## config.mk

```make
export PLATFORM = sky130hd
export DESIGN_NAME = bitty_timer_flat
export DESIGN_NICKNAME = d
export VERILOG_FILES = /design/src/rtl/bitty_timer_if.sv /design/src/rtl/bitty_timer.sv /design/src/flat_wrapper.sv
export SDC_FILE = /design/constraint.sdc
export NUM_CORES = 1
export LEC_CHECK = 0
export ABC_AREA = 1
export CAP_MARGIN = 40
export CORE_MARGIN = 2
export CORE_UTILIZATION = 55
export CTS_CLUSTER_DIAMETER = 50
export CTS_CLUSTER_SIZE = 28
export DETAILED_ROUTE_END_ITERATION = 7
export GPL_ROUTABILITY_DRIVEN = 1
export GPL_TIMING_DRIVEN = 1
export PLACE_DENSITY = 0.76
export SYNTH_ARGS = -nofsm -noshare
export SYNTH_HDL_FRONTEND = slang
export SYNTH_SLANG_ARGS = --single-unit
```

## constraint.sdc

```tcl
create_clock -name clk -period 1.9 [get_ports clk]
set_input_delay 0.19 -clock clk [delete_from_list [all_inputs] [get_ports clk]]
set_output_delay 0.19 -clock clk [all_outputs]
set_load 0.1 [all_outputs]
```

## src/rtl/bitty_timer_if.sv

```systemverilog
`default_nettype none
// ============================================================================
// Module      : bitty_timer_if
// Description : Data-memory-port bus that the core shares between RAM and
//               the bitty_timer. The master (core) drives the strobe, address,
//               byte enables and write data. The slave (timer) returns
//               combinational read data and the registered interrupt.
// Ports       : ce_i, we_i, addr_i[31:0], sel_i[3:0], data_i[31:0]
//               (master -> slave); data_o[31:0], irq_o (slave -> master)
// Revision    : 1.0 - initial release
// ============================================================================
interface bitty_timer_if;
  logic        ce_i;
  logic        we_i;
  logic [31:0] addr_i;
  logic [3:0]  sel_i;
  logic [31:0] data_i;
  logic [31:0] data_o;
  logic        irq_o;

  modport master (
    output ce_i, we_i, addr_i, sel_i, data_i,
    input  data_o, irq_o
  );

  modport slave (
    input  ce_i, we_i, addr_i, sel_i, data_i,
    output data_o, irq_o
  );
endinterface
`default_nettype wire

```

## src/rtl/bitty_timer.sv

```systemverilog
`default_nettype none
// ============================================================================
// Module      : bitty_timer
// Description : Memory-mapped machine timer. It has a 64-bit mtime counter
//               with a 16-bit prescaler and a 64-bit mtimecmp register. It
//               raises a registered level interrupt while
//               IE && mtime >= mtimecmp. Reads are combinational (0 latency).
//               Writes are byte-enabled and take effect at the clock edge.
// Ports       : clk  - system clock (rising edge)
//               rst  - synchronous active-low reset
//               bus  - bitty_timer_if.slave (ce/we/addr/sel/data in,
//                      data_o read data out, irq_o interrupt out)
// Registers   : 0x00 MTIME_LO, 0x04 MTIME_HI (reads shadow), 0x08 CMP_LO,
//               0x0C CMP_HI, 0x10 CTRL{IE,EN}, 0x14 PRESCALE[15:0],
//               0x18 STATUS{mtime>=cmp}
// Revision    : 1.0 - initial release
// ============================================================================
module bitty_timer #(
  parameter logic [31:0] BASE_ADDR    = 32'h4000_0000,
  parameter logic [15:0] PRESCALE_RST = 16'd0
) (
  input  wire logic    clk,
  input  wire logic    rst,
  bitty_timer_if.slave bus
);

  // Word offsets (addr_i[7:2])
  localparam logic [5:0] C_OFF_MTIME_LO = 6'd0;
  localparam logic [5:0] C_OFF_MTIME_HI = 6'd1;
  localparam logic [5:0] C_OFF_CMP_LO   = 6'd2;
  localparam logic [5:0] C_OFF_CMP_HI   = 6'd3;
  localparam logic [5:0] C_OFF_CTRL     = 6'd4;
  localparam logic [5:0] C_OFF_PRESCALE = 6'd5;
  localparam logic [5:0] C_OFF_STATUS   = 6'd6;

  logic [63:0] r_mtime;
  logic [63:0] r_cmp;
  logic [1:0]  r_ctrl;        // [1]=IE, [0]=EN
  logic [15:0] r_prescale;
  logic [15:0] r_pre_cnt;
  logic [31:0] r_shadow_hi;
  logic        r_irq;

  logic        w_hit;
  logic        w_wr;
  logic        w_rd;
  logic [5:0]  w_off;
  logic        w_sel_any;
  logic        w_wr_mt_lo;
  logic        w_wr_mt_hi;
  logic        w_wr_cmp_lo;
  logic        w_wr_cmp_hi;
  logic        w_wr_ctrl;
  logic        w_wr_pre;
  logic        w_tick;
  logic        w_cond;
  logic [15:0] w_pre_cnt_nxt;
  logic [63:0] w_mtime_nxt;
  logic [31:0] w_ctrl_merged;
  logic [31:0] w_pre_merged;
  logic [31:0] w_rdata;
  logic        w_unused;

  // Replace only the byte lanes enabled by sel.
  function automatic logic [31:0] f_merge(input logic [31:0] old_v,
                                          input logic [31:0] new_v,
                                          input logic [3:0]  sel);
    logic [31:0] v_res;
    v_res = old_v;
    for (int b = 0; b < 4; b++) begin
      if (sel[b]) v_res[8*b +: 8] = new_v[8*b +: 8];
    end
    return v_res;
  endfunction

  // Address decode
  assign w_hit     = bus.ce_i && (bus.addr_i[31:8] == BASE_ADDR[31:8]);
  assign w_wr      = w_hit && bus.we_i;
  assign w_rd      = w_hit && !bus.we_i;
  assign w_off     = bus.addr_i[7:2];
  assign w_sel_any = |bus.sel_i;
  assign w_unused  = &{1'b0, bus.addr_i[1:0]};

  // A write with no byte lanes enabled changes nothing, so it neither
  // suppresses the count nor clears the prescaler.
  assign w_wr_mt_lo  = w_wr && w_sel_any && (w_off == C_OFF_MTIME_LO);
  assign w_wr_mt_hi  = w_wr && w_sel_any && (w_off == C_OFF_MTIME_HI);
  assign w_wr_cmp_lo = w_wr && w_sel_any && (w_off == C_OFF_CMP_LO);
  assign w_wr_cmp_hi = w_wr && w_sel_any && (w_off == C_OFF_CMP_HI);
  assign w_wr_ctrl   = w_wr && w_sel_any && (w_off == C_OFF_CTRL);
  assign w_wr_pre    = w_wr && w_sel_any && (w_off == C_OFF_PRESCALE);

  assign w_ctrl_merged = f_merge({30'd0, r_ctrl}, bus.data_i, bus.sel_i);
  assign w_pre_merged  = f_merge({16'd0, r_prescale}, bus.data_i, bus.sel_i);

  assign w_cond = (r_mtime >= r_cmp);

  // Prescaler and counter next-state
  always_comb begin
    w_tick        = r_ctrl[0] && (r_pre_cnt == r_prescale) && !w_wr_pre;
    w_pre_cnt_nxt = r_pre_cnt;
    w_mtime_nxt   = r_mtime;

    if (w_wr_pre) begin
      w_pre_cnt_nxt = 16'd0;
    end else if (r_ctrl[0]) begin
      w_pre_cnt_nxt = w_tick ? 16'd0 : r_pre_cnt + 16'd1;
    end

    // A write to either mtime half wins over the tick for all 64 bits.
    // The prescaler keeps running, so that tick is dropped.
    if (w_wr_mt_lo || w_wr_mt_hi) begin
      if (w_wr_mt_lo) w_mtime_nxt[31:0]  = f_merge(r_mtime[31:0],  bus.data_i, bus.sel_i);
      if (w_wr_mt_hi) w_mtime_nxt[63:32] = f_merge(r_mtime[63:32], bus.data_i, bus.sel_i);
    end else if (w_tick) begin
      w_mtime_nxt = r_mtime + 64'd1;
    end
  end

  always_ff @(posedge clk) begin
    if (!rst) begin
      r_mtime     <= 64'd0;
      r_cmp       <= 64'hFFFF_FFFF_FFFF_FFFF;
      r_ctrl      <= 2'd0;
      r_prescale  <= PRESCALE_RST;
      r_pre_cnt   <= 16'd0;
      r_shadow_hi <= 32'd0;
      r_irq       <= 1'b0;
    end else begin
      r_mtime   <= w_mtime_nxt;
      r_pre_cnt <= w_pre_cnt_nxt;
      r_irq     <= r_ctrl[1] && w_cond;
      if (w_wr_cmp_lo) r_cmp[31:0]  <= f_merge(r_cmp[31:0],  bus.data_i, bus.sel_i);
      if (w_wr_cmp_hi) r_cmp[63:32] <= f_merge(r_cmp[63:32], bus.data_i, bus.sel_i);
      if (w_wr_ctrl)   r_ctrl       <= w_ctrl_merged[1:0];
      if (w_wr_pre)    r_prescale   <= w_pre_merged[15:0];
      // Reading LO captures HI, so a later HI read completes the 64-bit read.
      if (w_rd && (w_off == C_OFF_MTIME_LO)) r_shadow_hi <= r_mtime[63:32];
    end
  end

  // Combinational read mux
  always_comb begin
    w_rdata = 32'd0;
    if (w_rd) begin
      case (w_off)
        C_OFF_MTIME_LO: w_rdata = r_mtime[31:0];
        C_OFF_MTIME_HI: w_rdata = r_shadow_hi;
        C_OFF_CMP_LO:   w_rdata = r_cmp[31:0];
        C_OFF_CMP_HI:   w_rdata = r_cmp[63:32];
        C_OFF_CTRL:     w_rdata = {30'd0, r_ctrl};
        C_OFF_PRESCALE: w_rdata = {16'd0, r_prescale};
        C_OFF_STATUS:   w_rdata = {31'd0, w_cond};
        default:        w_rdata = 32'd0;
      endcase
    end
  end

  assign bus.data_o = w_rdata;
  assign bus.irq_o  = r_irq;

endmodule
`default_nettype wire

```

## src/flat_wrapper.sv

```systemverilog
// flat-port wrapper written by rule: the top's interface ports become plain ports
module bitty_timer_flat 
#(
  parameter logic [31:0] BASE_ADDR    = 32'h4000_0000,
  parameter logic [15:0] PRESCALE_RST = 16'd0
)
  (clk, rst, bus_ce_i, bus_we_i, bus_addr_i, bus_sel_i, bus_data_i, bus_data_o, bus_irq_o);
  bitty_timer_if bus_i ();
  input  wire logic clk;
  input  wire logic rst;
  input wire logic [$bits(bus_i.ce_i)-1:0] bus_ce_i;
  input wire logic [$bits(bus_i.we_i)-1:0] bus_we_i;
  input wire logic [$bits(bus_i.addr_i)-1:0] bus_addr_i;
  input wire logic [$bits(bus_i.sel_i)-1:0] bus_sel_i;
  input wire logic [$bits(bus_i.data_i)-1:0] bus_data_i;
  output wire logic [$bits(bus_i.data_o)-1:0] bus_data_o;
  output wire logic [$bits(bus_i.irq_o)-1:0] bus_irq_o;
  assign bus_i.ce_i = bus_ce_i;
  assign bus_i.we_i = bus_we_i;
  assign bus_i.addr_i = bus_addr_i;
  assign bus_i.sel_i = bus_sel_i;
  assign bus_i.data_i = bus_data_i;
  assign bus_data_o = bus_i.data_o;
  assign bus_irq_o = bus_i.irq_o;
  bitty_timer #(.BASE_ADDR(BASE_ADDR), .PRESCALE_RST(PRESCALE_RST)) u_core (.clk(clk), .rst(rst), .bus(bus_i));
endmodule
```

==> results of run 1 <==
layer usage:
| metal | overflow | track usage |
|---|---|---|
| met2 | 3 | 0.932 |
| met1 | 0 | 0.811 |
| met4 | 7 | 0.749 |
| met3 | 0 | 0.685 |
| met5 | 0 | 0.555 |
stage by stage:
stage	TNS (ps)	util	instances	area (um^2)
after detailed placement	-89440	0.762	2894	18400
after floorplan	-785	-	2189	14200
after CTS	-4770	0.827	2963	19900
after global placement	-70050	0.762	2894	18400
what timing repair did:
| action | CTS |
|---|---|
| hold endpoints to repair | 0 |
| buffers inserted | 35 |
| cloned | 6 |
| gates resized for setup | 320 |
| pin swaps | 87 |
| endpoints found under the setup margin | 95 |
kinds of logic after synthesis:
kind of cell | count (synthesis) | synth area share
adders and majority gates | 66 | 0.0615
buffers and inverters | 363 | 0.106
xor gates and xnor gates | 51 | 0.0333
DFF | 195 | 0.291
and+or+nand+nor | 1201 | 0.360
AOI/OAI and AO/OA | 313 | 0.148
==> qor.csv, run 1 <==
stage;metric;value;unit
die;placementRows;57;
yosys;netlist_top_cells_count;nand2_1 (713), nor2_1 (327), inv_1 (287);
place;gp_congestion;1.03;
timing;worst_endpoint;bus_data_o[0];
yosys;synth_top_area_share;0.291;
yosys;syn_inst;2189;
yosys;ys_ff_latch;195;
clocking;cts_hold_buf;0;
yosys;synth-main-ff-cell;dfxtp_1;
yosys;ys_warn_count;0;
clocking;cts_buffer_depth;2;
yosys;synthArstFlopShare;0;
yosys;ys_seq_area_frac;0.291;
yosys;synth.avg_cell_area;6.13;um^2
grt;antenna_found_initial;10;
place;post-dp-hpwl;43100;um
place;pre_cts_ws;-600;ps
yosys;synth_area_leaders;dfxtp_1 (29%), nand2_1 (20%), nor2_1 (9.1%);
yosys;synth_nets;2327;
yosys;synth_top_area_cell;dfxtp_1;
die;die_h;160;um
die;start_util;0.557;
yosys;synth_area;13400;um^2
clocking;cts_buffers;17;
status;stop_stage;global routing;
grt;overflow;10;
clocking;cts.sinks;195;
yosys;synth.distinct_cells;44;
place;port_buffers;102;
status;error;[ERROR GRT-0232] Routing congestion too high. Check the congestion heatmap in the GUI.;
timing;worstEndpointType;top-level output;
yosys;synth_edf_count;0;
die;fp.dieW;160;um
grt;grt_use_total;0.802;
clocking;root_buffer;clkbuf_16;
status;status;aborted with a tool error;
grt;grt_start_max_net_pins;59;
yosys;yosysMostFrequentCell;nand2_1;
die;pin_count;105;
clocking;htree_levels;4;
==> run 2, diff against run 1 <==
- CORE_UTILIZATION: 55 -> 40
- CTS_CLUSTER_DIAMETER: 50 -> not set
- CTS_CLUSTER_SIZE: 28 -> not set
- PLACE_DENSITY: 0.76 -> not set
- PLACE_DENSITY_LB_ADDON: not set -> 0.15
==> run 2 against run 1 <==
The flow now finishes, with violations (negative setup slack). Synthesized cell count is the same. Synthesized area is the same.
==> qor.csv, run 2 <==
stage;metric;value;unit;change
timing;min_period;2630;ps;
timing;rsz0062_at_grt;yes;;
clocking;cts.sinks;195;;unchanged
routing;wl_met2;27200;um;
timing;tightest_slew;422;ps;
routing;drt_iter0_drc;1456;;
die;fp.dieW;187;um;+17%
timing;setup_ws;-733;ps;
final_layout;nNetsFinal;2811;;
routing;viasPerCell;5.27;;
final_layout;top_regs;u_core.r_cmp x64, u_core.r_mtime x64, u_core.r_shadow_hi x32;;
yosys;synth_nets;2327;;unchanged
routing;drcViolationCount;0;;
die;coreArea;33300;um^2;
setup_path;worstSetupPathType;flip-flop to output pin;;
grt;grt_start_max_net_pins;58;;
place;port_buffers;102;;unchanged
yosys;synth_top_area_share;0.291;;unchanged
final_layout;num-fill-cells;2803;;
yosys;ys_seq_area_frac;0.291;;unchanged
yosys;syn_inst;2189;;unchanged
yosys;yosysMostFrequentCell;nand2_1;;
clocking;cts_hold_buf;0;;unchanged
timing;hold_viol_final;0;;
yosys;ys_warn_count;0;;unchanged
routing;wl_per_cell;19.0;um;
yosys;synth.distinct_cells;44;;unchanged
setup_path;critical_path_required;1710;ps;
timing;fin_crit_sh;1.39;;
timing;finClkSkew;14.0;ps;
yosys;ys_ff_latch;195;;unchanged
grt;overflow;0;;
status;violations;negative setup slack;;
routing;num_vias;16500;;
setup_path;cp_max_fo;2;;
yosys;synthArstFlopShare;0;;unchanged
hold_path;whs_path_depth;3;;
yosys;synth-main-ff-cell;dfxtp_1;;
die;die_h;187;um;+17%
final_layout;area_growth;69.5;%;
place;post-place-cells;3036;;+4.9%
yosys;netlist_top_cells_count;nand2_1 (713), nor2_1 (327), inv_1 (287);;
power_and_ir_drop;vdd_drop_max;0.668;mV;
routing;highest_layer;met4;;
yosys;synth_top_area_cell;dfxtp_1;;
routing;drtPass1Iterations;6;;
timing;fmax;380;MHz;
yosys;synth_area;13400;um^2;unchanged
clocking;htree_levels;4;;unchanged
setup_path;cp_num_cells;14;;
final_layout;diodes;0;;
setup_path;worst_ep_arrival_time;2440;ps;
power_and_ir_drop;p_leak;10.7;nW;
power_and_ir_drop;power.density;366;nW/um^2;
timing;tns;-3230;ps;
setup_path;worstSetupStartpointType;flip-flop;;
clocking;cts_tree;done;;
final_layout;stdcell_area;22700;um^2;
routing;wl;59700;um;
routing;wl_met3;3570;um;
setup_path;max_stage_delay;340;ps;
grt;grt_pass1_vias;15400;;
place;gp_congestion;0.974;;-5.4%
hold_path;holdCritPathClass;input pin to flip-flop;;
yosys;synth_area_leaders;dfxtp_1 (29%), nand2_1 (20%), nor2_1 (9.1%);;
setup_path;cp_top_family;simple AND/OR/NAND/NOR gates;;
grt;grt_use_total;0.316;;
clocking;cts.clk_slew.worst_paths;80;ps;
place;post-dp-hpwl;43300;um;+0.58%
routing;wl_met1;27100;um;
job;max-cap-violations;0;;
timing;slew_headroom;0.718;;
setup_path;cp-end-kind;output pin;;
die;placementRows;67;;+18%
timing;setup_viol;42;;
final_layout;final_cell_mix;nand2_1 (548), buf_4 (334), inv_1 (246);;
final_layout;layout_commonest_cell;nand2_1;;
die;die_area;35000;um^2;
final_layout;layoutNonFillerInstCount;3134;;
place;place_area;18700;um^2;+1.6%
setup_path;worstPathCellList;inv_1 > ha_4 > nand2_1 > nor2_1 > buf_4 > nand2_2 > inv_1 > a21oi_4 > nand2_1 > nand2_1 > nand2_2 > nand2_2 > a21oi_4 > buf_12;;
clocking;cts_buffers;17;;unchanged
routing;drtAntennaViolNets;0;;
timing;slew_violations;0;;
setup_path;reg2regPathDepth;13;;
yosys;synth.avg_cell_area;6.13;um^2;unchanged
status;status;finished, violations left;;
grt;grt_pass1_wl;86100;um;
die;pin_count;105;;unchanged
yosys;synth_edf_count;0;;unchanged
grt;antenna_found_initial;0;;
clocking;cts_buffer_depth;2;;unchanged
clocking;clk_latency;480;ps;
clocking;root_buffer;clkbuf_16;;
setup_path;cp_slowest_cell;dfxtp_1;;
final_layout;final_layout_size_suffix_gt1_frac;0.434;;
setup_path;cp_num_buf_inv;4;;
die;start_util;0.403;;-0.153
[run 2: cell counts after synthesis]
Identical to the previous run, type by type.
[run 2: per-layer routing]
metal	vias up	GRT usage
met2	564	0.504
met5	-	0
met3	102	0.0471
met4	0	0.0900
met1	7859	0.443
li1	7984	-
[run 2: area by class of cell]
| class | count | area (um^2) | share of cell area |
|---|---|---|---|
| clock inverter | 15 | 153 | 0.00671 |
| inverter | 293 | 1120 | 0.0494 |
| multi-input combinational | 1632 | 11100 | 0.490 |
| timing repair buffer | 534 | 5310 | 0.234 |
| tap | 448 | 561 | 0.0246 |
| clock buffer | 17 | 425 | 0.0187 |
| sequential | 195 | 4030 | 0.177 |
[run 2: through the flow]
stage	util	hold slack, ps	power (mW)	setup slack [ps]
2_1_floorplan	-	366	4.35	-268
3_3_place_gp	0.561	434	4.66	-568
3_5_place_dp	0.561	437	4.67	-628
4_1_cts	0.607	72.0	8.29	-682
5_1_grt	0.683	102	8.50	-841
6_report	0.683	86.4	8.32	-733
[run 2: kinds of logic after synthesis]
logic type / synth area share
flops: 0.291
compound gates: 0.148
simple gates: 0.360
buf+inv: 0.106
xor+xnor: 0.0333
fa+ha+maj: 0.0615
[run 2: final timing paths]
check	startpoint	to	slack, ps
max reg2reg	u_core.r_cmp[31]$_SDFFE_PN1P_	u_core.bus.irq_o$_SDFF_PN0_	-190
min	rst	u_core.r_mtime[7]$_SDFFE_PN0P_	90
max	u_core.r_cmp[31]$_SDFFE_PN1P_	bus_data_o[0]	-730
min reg2reg	u_core.r_shadow_hi[28]$_SDFFE_PN0P_	u_core.r_shadow_hi[28]$_SDFFE_PN0P_	450
[run 2: power by group]
part	internal (mW)	total (mW)	switching, mW
combinational	0.237	0.549	0.312
sequential	4.07	4.07	0.00000000168
clock	1.84	3.70	1.86
total	6.15	8.32	2.17
[run 2: timing repair]
item / in CTS / in global routing
endpoints found under the hold margin: 0 / 0
gates resized for setup: 335 / 631
buffers inserted: 23 / 45
pin swaps: 106 / 217
cloned: 4 / 9
endpoints found under the setup margin: 136 / 113
[run 2: worst min-delay path, delay by kind of cell]
| family | cells | cell delay [ps] |
|---|---|---|
| buffers and inverters | 1 | 200 |
| AND/OR/NAND/NOR | 2 | 130 |
No activity file was read; power rests on OpenSTA's default activity.
